`config.mk`:
```
export PLATFORM = sky130hd
export DESIGN_NAME = mtimer
export DESIGN_NICKNAME = d
export VERILOG_FILES = /design/src/rtl/mtimer_pkg.sv /design/src/rtl/mtimer.sv
export SDC_FILE = /design/constraint.sdc
export NUM_CORES = 1
export LEC_CHECK = 0
export ABC_AREA = 1
export CORE_ASPECT_RATIO = 1.1
export CORE_MARGIN = 2
export CORE_UTILIZATION = 55
export CTS_CLUSTER_DIAMETER = 120
export DETAILED_ROUTE_END_ITERATION = 8
export DONT_BUFFER_PORTS = 1
export PLACE_DENSITY = 0.74
export SYNTH_ARGS = -nofsm -noshare
export SYNTH_HDL_FRONTEND = slang
export SYNTH_SLANG_ARGS = --single-unit
```
`constraint.sdc`:
```
create_clock -name clk -period 1.9 [get_ports clk]
set_clock_uncertainty 0.2 [all_clocks]
set_input_delay 0.095 -clock clk [delete_from_list [all_inputs] [get_ports clk]]
set_output_delay 0.095 -clock clk [all_outputs]
set_load 0.01 [all_outputs]
```
`src/rtl/mtimer_pkg.sv`:
```
// Shared defines for the machine timer: register window offsets, CSR numbers,
// response record and the byte-strobe merge helper.
package mtimer_pkg;

    localparam logic [63:0] MTIMECMP_OFF = 64'h4000;
    localparam logic [63:0] MTIME_OFF    = 64'hBFF8;

    localparam logic [11:0] CSR_TIME     = 12'hC01;
    localparam logic [11:0] CSR_TIMEH    = 12'hC81;

    typedef struct packed {
        logic [63:0] rdata;
        logic        err;
    } mtimer_rsp_t;

    // Bytes whose strobe is set take the new data; the rest keep the old value.
    function automatic logic [63:0] strb_merge(input logic [63:0] old_v,
                                               input logic [63:0] new_v,
                                               input logic [7:0]  strb);
        logic [63:0] res;
        for (int b = 0; b < 8; b++)
            res[8*b +: 8] = strb[b] ? new_v[8*b +: 8] : old_v[8*b +: 8];
        return res;
    endfunction

endpackage

```
`src/rtl/mtimer.sv`:
```
// RISC-V machine timer: free-running mtime with prescaler, mtimecmp compare,
// and a single-outstanding request/response register port.
module mtimer
    import mtimer_pkg::*;
#(
    parameter logic [63:0] BASE_ADDR = 64'h0000_0000_0200_0000,
    parameter int unsigned TICK_DIV  = 1
) (
    input  logic        clk,
    input  logic        rst_n,
    input  logic        req_valid,
    output logic        req_ready,
    input  logic        req_we,
    input  logic [63:0] req_addr,
    input  logic [63:0] req_wdata,
    input  logic [7:0]  req_wstrb,
    output logic        rsp_valid,
    input  logic        rsp_ready,
    output logic [63:0] rsp_rdata,
    output logic        rsp_err,
    output logic        timer_int_o,
    output logic [63:0] mtime_o
);

    localparam logic [15:0] PRESC_MAX = 16'(TICK_DIV - 1);

    logic [15:0] presc_q, presc_d;
    logic [63:0] mtime_q, mtime_d;
    logic [63:0] cmp_q, cmp_d;
    logic        int_q;
    logic        rsp_valid_q, rsp_valid_d;
    mtimer_rsp_t rsp_q, rsp_d;

    logic accept, aligned, hit_cmp, hit_time, tick;

    always_comb begin
        accept   = req_valid & ~rsp_valid_q;
        aligned  = (req_addr[2:0] == 3'b000);
        hit_cmp  = aligned && (req_addr == BASE_ADDR + MTIMECMP_OFF);
        hit_time = aligned && (req_addr == BASE_ADDR + MTIME_OFF);
        tick     = (presc_q == PRESC_MAX);
        presc_d  = tick ? 16'd0 : presc_q + 16'd1;

        // A software write to mtime wins over the tick on the same edge.
        mtime_d = mtime_q;
        if (accept && req_we && hit_time)
            mtime_d = strb_merge(mtime_q, req_wdata, req_wstrb);
        else if (tick)
            mtime_d = mtime_q + 64'd1;

        cmp_d = cmp_q;
        if (accept && req_we && hit_cmp)
            cmp_d = strb_merge(cmp_q, req_wdata, req_wstrb);

        rsp_valid_d = rsp_valid_q;
        rsp_d       = rsp_q;
        if (accept) begin
            rsp_valid_d = 1'b1;
            rsp_d.err   = ~(hit_cmp | hit_time);
            rsp_d.rdata = 64'd0;
            if (!req_we && hit_cmp)
                rsp_d.rdata = cmp_q;
            else if (!req_we && hit_time)
                rsp_d.rdata = mtime_q;
        end else if (rsp_valid_q && rsp_ready) begin
            rsp_valid_d = 1'b0;
            rsp_d       = '0;
        end
    end

    always_ff @(posedge clk or negedge rst_n) begin
        if (!rst_n) begin
            presc_q     <= 16'd0;
            mtime_q     <= 64'd0;
            cmp_q       <= '1;
            int_q       <= 1'b0;
            rsp_valid_q <= 1'b0;
            rsp_q       <= '0;
        end else begin
            presc_q     <= presc_d;
            mtime_q     <= mtime_d;
            cmp_q       <= cmp_d;
            int_q       <= (mtime_q >= cmp_q);
            rsp_valid_q <= rsp_valid_d;
            rsp_q       <= rsp_d;
        end
    end

    assign req_ready   = ~rsp_valid_q;
    assign rsp_valid   = rsp_valid_q;
    assign rsp_rdata   = rsp_q.rdata;
    assign rsp_err     = rsp_q.err;
    assign timer_int_o = int_q;
    assign mtime_o     = mtime_q;

endmodule

```
; Word-level counts from Yosys, hierarchy flattened
; Index checks and enable logic that the tools add are counted.
[word_totals]
ff_bits = 211
latch_bits = 0
ram_bits = 0
mem_bits_ro = 0
in_bits = 141
wordCells = 84
n_memories = 0
[op_classes]
addsub = 2
multipliers = 0
div = 0
n_lt_le_gt_ge = 1
n_eq_ne = 10
shifts = 0
n_mux = 17
n_bitwise = 4
n_reduce_logical = 29
[op_table]
columns = op, n
row1 = $mux W64, 4
row2 = $mux W65, 2
row3 = $eq A64 B26 Y1 const B, 2
row4 = $add A64 B1 Y64 const B, 1
row5 = $ge A64 B64 Y1, 1
row6 = $mux W8, 8
row7 = $reduce_and A2 Y1, 16
row8 = $add A16 B1 Y16 const B, 1
row9 = $logic_not A16 Y1, 1
row10 = $mux W16, 1
row11 = $ne A2 B2 Y1 const B, 8
row12 = $logic_and A1 B1 Y1, 8
row13 = $reduce_bool A2 Y1, 2
row14 = $logic_not A3 Y1, 1
row15 = $mux W1, 2
row16 = $not A1 Y1, 2
row17 = $and A1 B1 Y1, 1
row18 = $logic_not A1 Y1, 1
row19 = $or A1 B1 Y1, 1

; Depth between registers and ports, before layout
; Gate-level depths: netlist of run 1.
[depth]
word_depth = 6
mapped_depth = 14

; Least setup slack after synthesis of run 1
; Ideal clock, no wire load.
[synth_path]
path_type = flip-flop to flip-flop
from = register mtime_q[0] (netlist: mtime_o[0])
to = register mtime_q[24] (netlist: mtime_o[24])
arrival_time_ns = 1.799
required_ns = 1.583
path_slack_ns = -0.216
stages_incl_launch_ff = 13
path_buffers = 1
path_cell_list = dfrtp_1 -> ha_1 -> clkbuf_2 -> inv_1 -> nor2_2 -> nand2_1 -> nor2_4 -> nand2_1 -> xnor2_1 -> nand2_1 -> o21ai_0 -> nand2_1 -> nand2_1
[synth_between]
elab_chain_cells = 3
[synth_lines]
columns = item, line
row1 = start: declaration, mtimer.sv:28  ; logic [63:0] mtime_q, mtime_d;
row2 = start signal: assignment, mtimer.sv:81  ; mtime_q <= mtime_d;
row3 = $add A64 B1 Y64, mtimer.sv:49  ; mtime_d = mtime_q + 64'd1;
row4 = $mux W64, mtimer.sv:48  ; else if (tick)
row5 = $mux W64, mtimer.sv:46  ; if (accept && req_we && hit_time)
; Every way passes these cells. The select of a mux whose other input is x is not followed.
; A chain may end at the register's enable or synchronous reset.

; Worst setup path in the final report of run 1
[layout_path]
from = register mtime_q[22] (netlist: mtime_o[22])
to = register int_q (netlist: timer_int_o)
[layout_between]
elab_chain_cells = 1
[layout_lines]
columns = item, line
row1 = $ge A64 B64 Y1, mtimer.sv:83  ; int_q <= (mtime_q >= cmp_q);
row2 = end signal: assignment, mtimer.sv:83
row3 = end: declaration, mtimer.sv:30  ; logic int_q;
; Every way passes these cells.

==> results.yml, run 1 <==
worst_setup_path:
  startpoint_type: "flip-flop"
  cpMostUsedCell: "nand2_1"
  cp_slowest_stage_delay_ns: 0.43
  reg2reg_to: "timer_int_o$_DFF_PN0_"
  crit_cells: 12
  r2r_slack_ns: -0.41
  crit_slowest_cell: "dfrtp_1"
  crit_family: "simple AND/OR/NAND/NOR gates"
  crit_buf_inv: 1
  arrival_ns: 2.59
  r2r_start: "mtime_o[22]$_DFFE_PN0P_"
  critical_path_class: "flip-flop to flip-flop"
  path_cells: "buf_4 > ha_1 > nand2_1 > nor2_1 > nand4_1 > nor2_2 > nand2_1 > nand3b_1 > nor2_2 > nand2_2 > nand2_1 > nand2_1"
  crit_fanout: 3
  r2r_cells: 12
  critPathRequiredTime_ns: 2.18
  end_kind: "flip-flop"
cts:
  cts_num_sinks: 211
  h-tree-depth: 1
  cts_buffer_depth: 3
  holdBufCountCts: 85
  clk_pin_slew_ns: 0.06
  numCtsBuffers: 24
  clockRootBuffer: "clkbuf_16"
  cts_tree: "built"
  clk_latency_ns: 0.54
synth:
  synth.cell_area_um2: 14140
  synthesis.nets: 2355
  synth_top_family_by_area: "simple AND/OR/NAND/NOR gates"
  postSynthAreaPerCell_um2: 6.585
  yosysWarnings: 0
  synthFlopType: "dfrtp_1"
  synthMuxAreaShare_pct: 0
  synth_edf_count: 0
  ys_seq_elements: 211
  synth_xor_area_share_pct: 2.354
  synth_compound_area_share_pct: 5.354
  synth-seq-area-share_pct: 37.91
  synth_simple_gate_area_share_pct: 41.18
  synthAdderAreaFrac_pct: 5.930
  netlist_instances: 2147
  yosysUniqueCellTypes: 36
  async_flop_share_pct: 100.0
timing:
  timing.final.ws_setup_ns: -0.4074
  fmax_mhz: 433.4
  max_slew_margin_pct: 64.93
  rsz0062_at_grt: "yes"
  min_period_ns: 2.307
  setup-violations-final: 66
  holdWs_ns: -0.9466
  worst_pin_slew_ns: 0.5243
  fin_crit_sh_pct: 121.4
  drv_slew: 0
  finalHoldViolCount: 211
global_route:
  grt_start_max_net_pins: 212
  antenna_found_initial: 0
  grt_pass1_vias: 15830
  grt_pass1_wl_um: 80340
  grtUsageTotal_pct: 37.72
  grt_overflow: 0
flow_run:
  drv_cap: 0
drt:
  viasPerCell: 5.846
  first_pass_iters: 8
  drc_errors: 0
  route.vias.total: 17140
  drt_iter0_markers: 1730
  drtAntennaViolNets: 0
  wl_per_cell_um: 20.91
  wirelength_um: 61300
die:
  std_cell_rows: 61
  ioPinCount: 273
  die_area_um2: 27000
  die_w_um: 156.9
  fp.coreArea_um2: 25260
  start_util_pct: 55.96
  fp.dieH_um: 172.2
layout:
  area_growth_pct: 47.61
  layout.nets: 2774
  drive_above_1_share_pct: 31.39
  final_area_um2: 20870
pwr:
  leakage_nw: 10.40
  power_mw: 10.07
  cellPowerDensity_nw_per_um2: 482.8
  vdd_drop_max_v: 0.0007335
placed_design:
  port-buffer-count: 0
  gp_congestion: 0.9970
  placed_cell_area_um2: 16590
  place_ws_ns: -0.2563
  dp.final_hpwl_um: 36120
status:
  violations: "negative hold slack, negative setup slack"
  status: "finished, violations left"
hold_path:
  hold_class: "input port to asynchronous set/reset pin"
[logic make-up after synthesis]
group                    Yosys count
XOR/XNOR                          38
buffers and inverters            250
AO/OA/AOI/OAI                    148
adder cells (fa/ha/maj)           67
AND/OR/NAND/NOR                 1433
flip-flops                       211
[routing by layer]
layer / vias up / track usage (%) / part of all wire (%)
met2: 1143 / 68.36 / 48
met1: 8077 / 45.30 / 36
met5: - / 0 / 0
met3: 345 / 4.837 / 9.4
li1: 7570 / - / -
met4: 0 / 15.08 / 6.8
[synth_stat cells (7+ instances only)]
library cell  number  area, um^2
a21oi_1           36       180.2
buf_2             28       140.1
buf_6              7       78.83
clkbuf_1          21       78.83
dfrtp_1          147        3679
dfstp_2           64        1682
ha_1              67       838.3
inv_1            187       701.9
nand2_1         1008        3784
nand2_2            9       56.30
nand3_1          134       670.6
nand4_1           29       181.4
nor2_1           216       810.8
nor3_1             7       35.03
o21ai_0           82       410.4
o21ai_1           24       120.1
xnor2_1           23       201.4
xor2_1            15       131.4
[state kept, by name, indices dropped and copies added (netlist names)]
name and cells:
mtime_o 64, presc_q 16, rsp_err 1, rsp_rdata 64, timer_int_o 1, rsp_valid 1, cmp_q 64
[layout by cell type (no fill, tap or decap), drive strengths merged]
cell / n
nand2: 1023
buf: 356
nor2: 226
inv: 192
dfrtp: 147
nand3: 135
o21ai: 106
dlygate4sd3: 81
ha: 67
dfstp: 64
clkbuf: 43
a21oi: 36
nand4: 29
xnor2: 23
xor2: 15
clkinv: 7
nor3: 7
nand3b: 6
dlymetal6s4s: 4
o21a: 3
bufinv: 3
nor4: 3
nor3b: 2
diode: 1
or2: 1
o221ai: 1
o31ai: 1
o211ai: 1
and2: 1
clkinvlp: 1
[through the flow]
step           utilization (%)  TNS (ns)  hold WS (ns)  cells
6_report                 82.60    -8.994       -0.9466   2931
3_3_place_gp             65.68    -3.146       -0.3951   2722
2_1_floorplan                -         0       -0.4006   2147
4_1_cts                  75.77   -0.4374       -0.9477   2884
3_5_place_dp             65.68    -6.135       -0.3942   2722
5_1_grt                  82.59    -14.34       -0.9567   2930
[where the power goes]
group	total, mW	switching [mW]	leakage [nW]	internal [mW]
clock	5.06	2.07	0.417	3.00
combinational	0.496	0.295	7.31	0.201
sequential	4.52	0.00885	2.67	4.51
[cell type report]
cell class,count,area [um^2]
Fill cell,1502,4395
Multi-Input combinational cell,1686,9206
Tap cell,346,432.9
Timing Repair Buffer,451,4268
Inverter,192,740.7
Antenna cell,1,2.502
Clock buffer,33,705.7
Clock inverter,11,132.6
Sequential cell,211,5379
[worst max path at each step]
stage	start	endpoint
floorplan	mtime_o[1]$_DFFE_PN0P_	mtime_o[24]$_DFFE_PN0P_
global placement	mtime_o[30]$_DFFE_PN0P_	timer_int_o$_DFF_PN0_
detailed placement	cmp_q[31]$_DFFE_PN1P_	timer_int_o$_DFF_PN0_
CTS	cmp_q[28]$_DFFE_PN1P_	timer_int_o$_DFF_PN0_
global route	cmp_q[30]$_DFFE_PN1P_	timer_int_o$_DFF_PN0_
finish	mtime_o[22]$_DFFE_PN0P_	timer_int_o$_DFF_PN0_
[what timing repair did]
item / in CTS / in global routing
resized for setup: 172 / 320
hold endpoints to repair: 405 / 211
pin swaps: 60 / 152
cloned: 4 / 12
endpoints found under the setup margin: 109 / 156
setup buffers: 31 / 34
(Power assumes the default switching activity.)
==> run 2: changes to the inputs <==
--- a/config.mk
+++ b/config.mk
@@ -12,7 +12,7 @@
 export CTS_CLUSTER_DIAMETER = 120
 export DETAILED_ROUTE_END_ITERATION = 8
 export DONT_BUFFER_PORTS = 1
-export PLACE_DENSITY = 0.74
+export PLACE_DENSITY = 0.71
 export SYNTH_ARGS = -nofsm -noshare
 export SYNTH_HDL_FRONTEND = slang
 export SYNTH_SLANG_ARGS = --single-unit
==> constraint.sdc (replaced) <==
create_clock -name clk -period 2.5 [get_ports clk]
set_clock_uncertainty 0.2 [all_clocks]
set_input_delay 0.125 -clock clk [delete_from_list [all_inputs] [get_ports clk]]
set_output_delay 0.125 -clock clk [all_outputs]
set_load 0.05 [all_outputs]
==> run 2 against run 1 <==
Compared with the run above: the run ends with negative hold slack left; clock power decreased by 28%; critical path depth increased by 2; sequential cell count unchanged; first-iteration DRC count decreased by 32%; combinational power decreased by 32%; sequential power decreased by 24%; count of clock-buffer cells in the layout increased by 1; die area unchanged; global-route usage decreased by 3.2 points.
==> results.yml, run 2 (synthesis gave the netlist of run 1 again) <==
die:
  start_util_pct: 55.96
  std_cell_rows: 61
  fp.dieH_um: 172.2
  fp.coreArea_um2: 25260
  die_w_um: 156.9
  die_area_um2: 27000
  ioPinCount: 273
placed_design:
  place_ws_ns: 0.07149
  dp_cells: 2530
  gp_congestion: 0.9851
  dp.final_hpwl_um: 34200
  port-buffer-count: 0
drt:
  route.vias.total: 14680
  wirelength_um: 49090
  drtAntennaViolNets: 0
  viasPerCell: 5.450
  wl_per_cell_um: 18.22
  drt_iter0_markers: 1170
  drc_errors: 0
  first_pass_iters: 5
layout:
  fillers: 2232
  n_antenna_cell: 0
  multi_input_area_um2: 7811
  drive_above_1_share_pct: 10.43
  regArea_um2: 5360
  layout_common_cells: "nand2_1, nor2_1, inv_1, dfrtp_1, nand3_1"
  layout.cells.most_common: "nand2_1"
  stdcell_count: 2694
  layout.nets: 2539
  area_growth_pct: 21.62
global_route:
  antenna_found_initial: 0
  grtUsageTotal_pct: 34.49
  grt_start_max_net_pins: 212
  grt_pass1_wl_um: 73680
  grt_overflow: 0
  grt_pass1_vias: 14250
worst_setup_path:
  cp_slowest_stage_delay_ns: 0.57
  critPathRequiredTime_ns: 2.76
  path_cells: "dlygate4sd3_1 > nand3_1 > dlygate4sd3_1 > nor2_1 > nand2_1 > nor2_4 > nand2_2 > nor2_4 > buf_4 > clkbuf_16 > nand2_1 > nand2_1 > nand2_1 > nand2_1"
  arrival_ns: 2.70
  cpMostUsedCell: "nand2_1"
  critical_path_class: "input port to flip-flop"
  crit_fanout: 8
  startpoint_type: "input port"
  crit_slowest_cell: "dlygate4sd3_1"
  end_kind: "flip-flop"
timing:
  tns_ns: 0
  drv_slew: 0
  timing.final.ws_setup_ns: 0.05923
  max_slew_margin_pct: 49.40
  worst_pin_slew_ns: 0.7590
  rsz0062_at_grt: "yes"
  min_period_ns: 2.441
  holdWs_ns: -0.9036
  fin_crit_sh_pct: 97.63
  setup-violations-final: 0
  finalHoldViolCount: 211
  fmax_mhz: 409.7
cts:
  h-tree-depth: 1
  cts_num_sinks: 211
  cts_buffer_depth: 3
  numCtsBuffers: 25
  clk_pin_slew_ns: 0.06
  clk_latency_ns: 0.53
  clockRootBuffer: "clkbuf_16"
  cts_tree: "built"
pwr:
  cellPowerDensity_nw_per_um2: 430.6
  vdd_drop_max_v: 0.0005611
  leakage_nw: 8.515
hold_path:
  hold_class: "input port to asynchronous set/reset pin"
status:
  violations: "negative hold slack"
  status: "finished, violations left"
flow_run:
  drv_cap: 0
[run 2: cell count changes in the layout (fill, tap and decap cells not counted), sizes merged]
cell	before	now
bufinv	3	2
diode	1	0
clkbuf	43	37
dlygate4sd3	81	111
dlymetal6s4s	4	0
buf	356	101
[run 2: worst paths after layout]
path | from | endpoint | slack, ns | cells past startpoint
worst max-delay path | req_addr[3] | rsp_rdata[2]$_DFFE_PN0P_ | 0.06 | 14
worst min-delay path | rst_n | rsp_rdata[11]$_DFFE_PN0P_ | -0.90 | 0
worst max register to register | rsp_valid$_DFFE_PN0P_ | cmp_q[24]$_DFFE_PN1P_ | 0.25 | 9
worst min register to register | cmp_q[26]$_DFFE_PN1P_ | cmp_q[26]$_DFFE_PN1P_ | 0.27 | 2
max in group asynchronous | rst_n | cmp_q[42]$_DFFE_PN1P_ | 2.66 | 0
min in group clk | req_valid | rsp_rdata[57]$_DFFE_PN0P_ | 0.02 | 6
[run 2: report_power, final]
| group | internal [mW] | switching [mW] | leakage [nW] |
|---|---|---|---|
| logic | 0.128 | 0.208 | 5.44 |
| clock network | 2.11 | 1.51 | 0.387 |
| registers | 3.43 | 0.0170 | 2.69 |
| total | 5.66 | 1.74 | 8.51 |
[run 2: area by class of cell]
cell class              count  share of cell area [%]
clock inverters            10                  0.6622
multi-input cells        1686                   45.43
well taps                 346                   2.518
inverters                 192                   4.221
flip-flops and latches    211                   31.17
repair buffers            215                   12.04
clock buffers              34                   3.951
[run 2: worst max-delay path, delay by kind of cell]
family	cells	cell delay, ns
buf+inv	4	1.53
simple gates	10	1.03
[run 2: per-stage QoR]
stage	cell area (um^2)	total power, mW	utilization, %	hold slack (ns)
detailed placement	15020	3.707	59.44	-0.3663
CTS	16900	7.419	66.90	-0.9148
finish	17190	7.404	68.06	-0.9036
floorplan	14140	3.645	-	-0.3706
global route	17190	7.608	68.06	-0.9231
global placement	15020	3.705	59.44	-0.3664
[run 2: timing repair]
| item | CTS | global route |
|---|---|---|
| setup buffers | 0 | 3 |
| setup endpoints to repair | 0 | 107 |
| hold buffers | 109 | 2 |
| gates resized for setup | 0 | 34 |
| hold endpoints to repair | 405 | 212 |
[run 2: routing by layer]
| metal | part of all wire [%] | routed length (um) | up-vias | GRT usage [%] |
|---|---|---|---|---|
| li1 | - | - | 7069 | - |
| met1 | 41 | 19920 | 6932 | 42.40 |
| met2 | 50 | 24620 | 563 | 62.89 |
| met3 | 6.2 | 3050 | 117 | 4.737 |
| met4 | 3.0 | 1496 | 0 | 10.01 |
| met5 | 0 | 0 | - | 0 |
==> run 3: changes to the inputs <==
--- a/config.mk
+++ b/config.mk
@@ -13,6 +13,7 @@
 export DETAILED_ROUTE_END_ITERATION = 8
 export DONT_BUFFER_PORTS = 1
 export PLACE_DENSITY = 0.71
+export RECOVER_POWER = 100
 export SYNTH_ARGS = -nofsm -noshare
 export SYNTH_HDL_FRONTEND = slang
 export SYNTH_SLANG_ARGS = --single-unit
==> run 3 against run 2 <==
Compared with the run above: the flow still finishes with violations (negative hold slack); global-route usage stayed put; clock power is essentially flat; critical path depth did not move; count of clock-buffer cells in the layout stayed put; critical path type unchanged; largest cell class unchanged; setup slack got worse by 0.0091 ns; final cell count stayed put; sequential share of layout area up 0.21 points.
==> results.yml, run 3 (synthesis gave the netlist of run 1 again) <==
pwr:
  cellPowerDensity_nw_per_um2: 433.0
  p_comb_share_pct: 4.5
  leakage_nw: 8.386
  vdd_drop_max_v: 0.0005597
  pwr-share-clk_pct: 49.0
  switchingPower_mw: 1.736
  p_int_mw: 5.660
  switching_share_pct: 23.47
  power.share.sequential_pct: 46.6
timing:
  drv_slew: 0
  fin_crit_sh_pct: 98.00
  min_period_ns: 2.450
  fmax_mhz: 408.2
  max_slew_margin_pct: 33.89
  finalHoldViolCount: 211
  rsz0062_at_grt: "yes"
  holdWs_ns: -0.9044
  setup-violations-final: 0
  worst_pin_slew_ns: 0.9916
worst_setup_path:
  startpoint: "req_addr[3]"
  r2r_start: "mtime_o[38]$_DFFE_PN0P_"
  end_kind: "flip-flop"
  critPathRequiredTime_ns: 2.76
  crit_fanout: 16
  startpoint_type: "input port"
  arrival_ns: 2.71
  critical_path_class: "input port to flip-flop"
global_route:
  grt_overflow: 0
  grt_busiest_layer: "met2"
  grt_use_met1_pct: 42.40
  gr-usage-met2_pct: 62.89
  grtUsageTotal_pct: 34.49
  grt_start_max_net_pins: 212
  grt_pass1_vias: 14250
  grt_pass1_wl_um: 73680
  antenna_found_initial: 0
  use_met3_pct: 4.737
drt:
  viasPerCell: 5.444
  wl_per_cell_um: 18.24
  drt_iter0_markers: 1222
  drc_errors: 0
  first_pass_iters: 5
  drtAntennaViolNets: 0
  route.vias.total: 14670
  wirelength_um: 49130
layout:
  stdcell_count: 2694
  layout.nets: 2539
  layout.cells.most_common: "nand2_1"
  n_antenna_cell: 0
  final_area_um2: 17080
  drive_above_1_share_pct: 9.072
  area_growth_pct: 20.80
  layout_common_cells: "nand2_1, nor2_1, inv_1, dfrtp_1, nand3_1"
die:
  ioPinCount: 273
  std_cell_rows: 61
  start_util_pct: 55.96
  die_area_um2: 27000
  die_w_um: 156.9
  fp.coreArea_um2: 25260
  fp.dieH_um: 172.2
cts:
  clk_pin_slew_ns: 0.06
  numCtsBuffers: 25
  h-tree-depth: 1
  clk_latency_ns: 0.52
  cts_buffer_depth: 3
  cts_num_sinks: 211
  cts_tree: "built"
  clockRootBuffer: "clkbuf_16"
flow_run:
  drv_cap: 0
placed_design:
  gp_congestion: 0.9851
  port-buffer-count: 0
  dp_cells: 2530
  dp.final_hpwl_um: 34200
  placed_cell_area_um2: 15020
hold_path:
  hold_class: "input port to asynchronous set/reset pin"
status:
  status: "finished, violations left"
  violations: "negative hold slack"
==> run 3: cell types whose count changed in the layout (fill, tap and decap cells not counted) <==
cell / change
buf_4: -31
clkbuf_1: +31
inv_1: +1
inv_2: -1
==> run 3: cell type report <==
type,instances,area (um^2)
fillers,2269,8185
flip-flops and latches,211,5360
clock inverters,10,113.9
clock buffers,34,679.4
multi-input cells,1686,7811
well taps,346,432.9
inverters,192,725.7
repair buffers,215,1954
==> run 3: final timing paths <==
path	end	slack (ns)	cells past startpoint
worst min register to register	cmp_q[26]$_DFFE_PN1P_	0.27	2
worst min-delay path	rsp_rdata[11]$_DFFE_PN0P_	-0.90	0
worst max-delay path	rsp_rdata[43]$_DFFE_PN0P_	0.05	14
max in group asynchronous	cmp_q[45]$_DFFE_PN1P_	2.66	0
worst max register to register	timer_int_o$_DFF_PN0_	0.18	10
min in group clk	rsp_rdata[57]$_DFFE_PN0P_	0.02	6
==> run 3: metrics by stage <==
step                      TNS, ns  util [%]  power, mW  worst slack, ns
after CTS                       0     66.90      7.419          0.02279
after detailed placement        0     59.44      3.707          0.07149
final                           0     67.60      7.395          0.05011
after floorplan                 0         -      3.645          0.07466
after global placement          0     59.44      3.705          0.07136
after global routing       -2.519     67.60      7.603         -0.06232
==> run 3: worst max-delay path, cell delays in order <==
cell	delay [ns]
dlygate4sd3_1	0.55
nand3_1	0.09
dlygate4sd3_1	0.57
nor2_1	0.11
nand2_1	0.10
nor2_4	0.22
nand2_2	0.11
nor2_4	0.13
buf_4	0.20
buf_12	0.19
nand2_1	0.07
nand2_1	0.09
nand2_1	0.05
nand2_1	0.08
==> run 3: routing by layer <==
layer | vias to the layer above | share of wire, % | routed length [um]
met2 | 535 | 50 | 24590
met3 | 118 | 6.1 | 2983
met1 | 6942 | 41 | 20000
met5 | - | 0 | 0
met4 | 0 | 3.2 | 1554
li1 | 7072 | - | -
==> run 3: repair_timing <==
| action | CTS | global route |
|---|---|---|
| setup endpoints to repair | 0 | 107 |
| hold buffers | 109 | 2 |
| resized for setup | 0 | 34 |
| buffers inserted | 0 | 3 |
| hold endpoints to repair | 405 | 212 |
==> run 3: power by group through the flow <==
stage	registers (mW)	logic (mW)	clock network, mW
global route	3.44	0.355	3.81
finish	3.44	0.332	3.62
detailed placement	3.50	0.206	0
CTS	3.44	0.326	3.65
global placement	3.50	0.203	0
floorplan	3.51	0.136	0
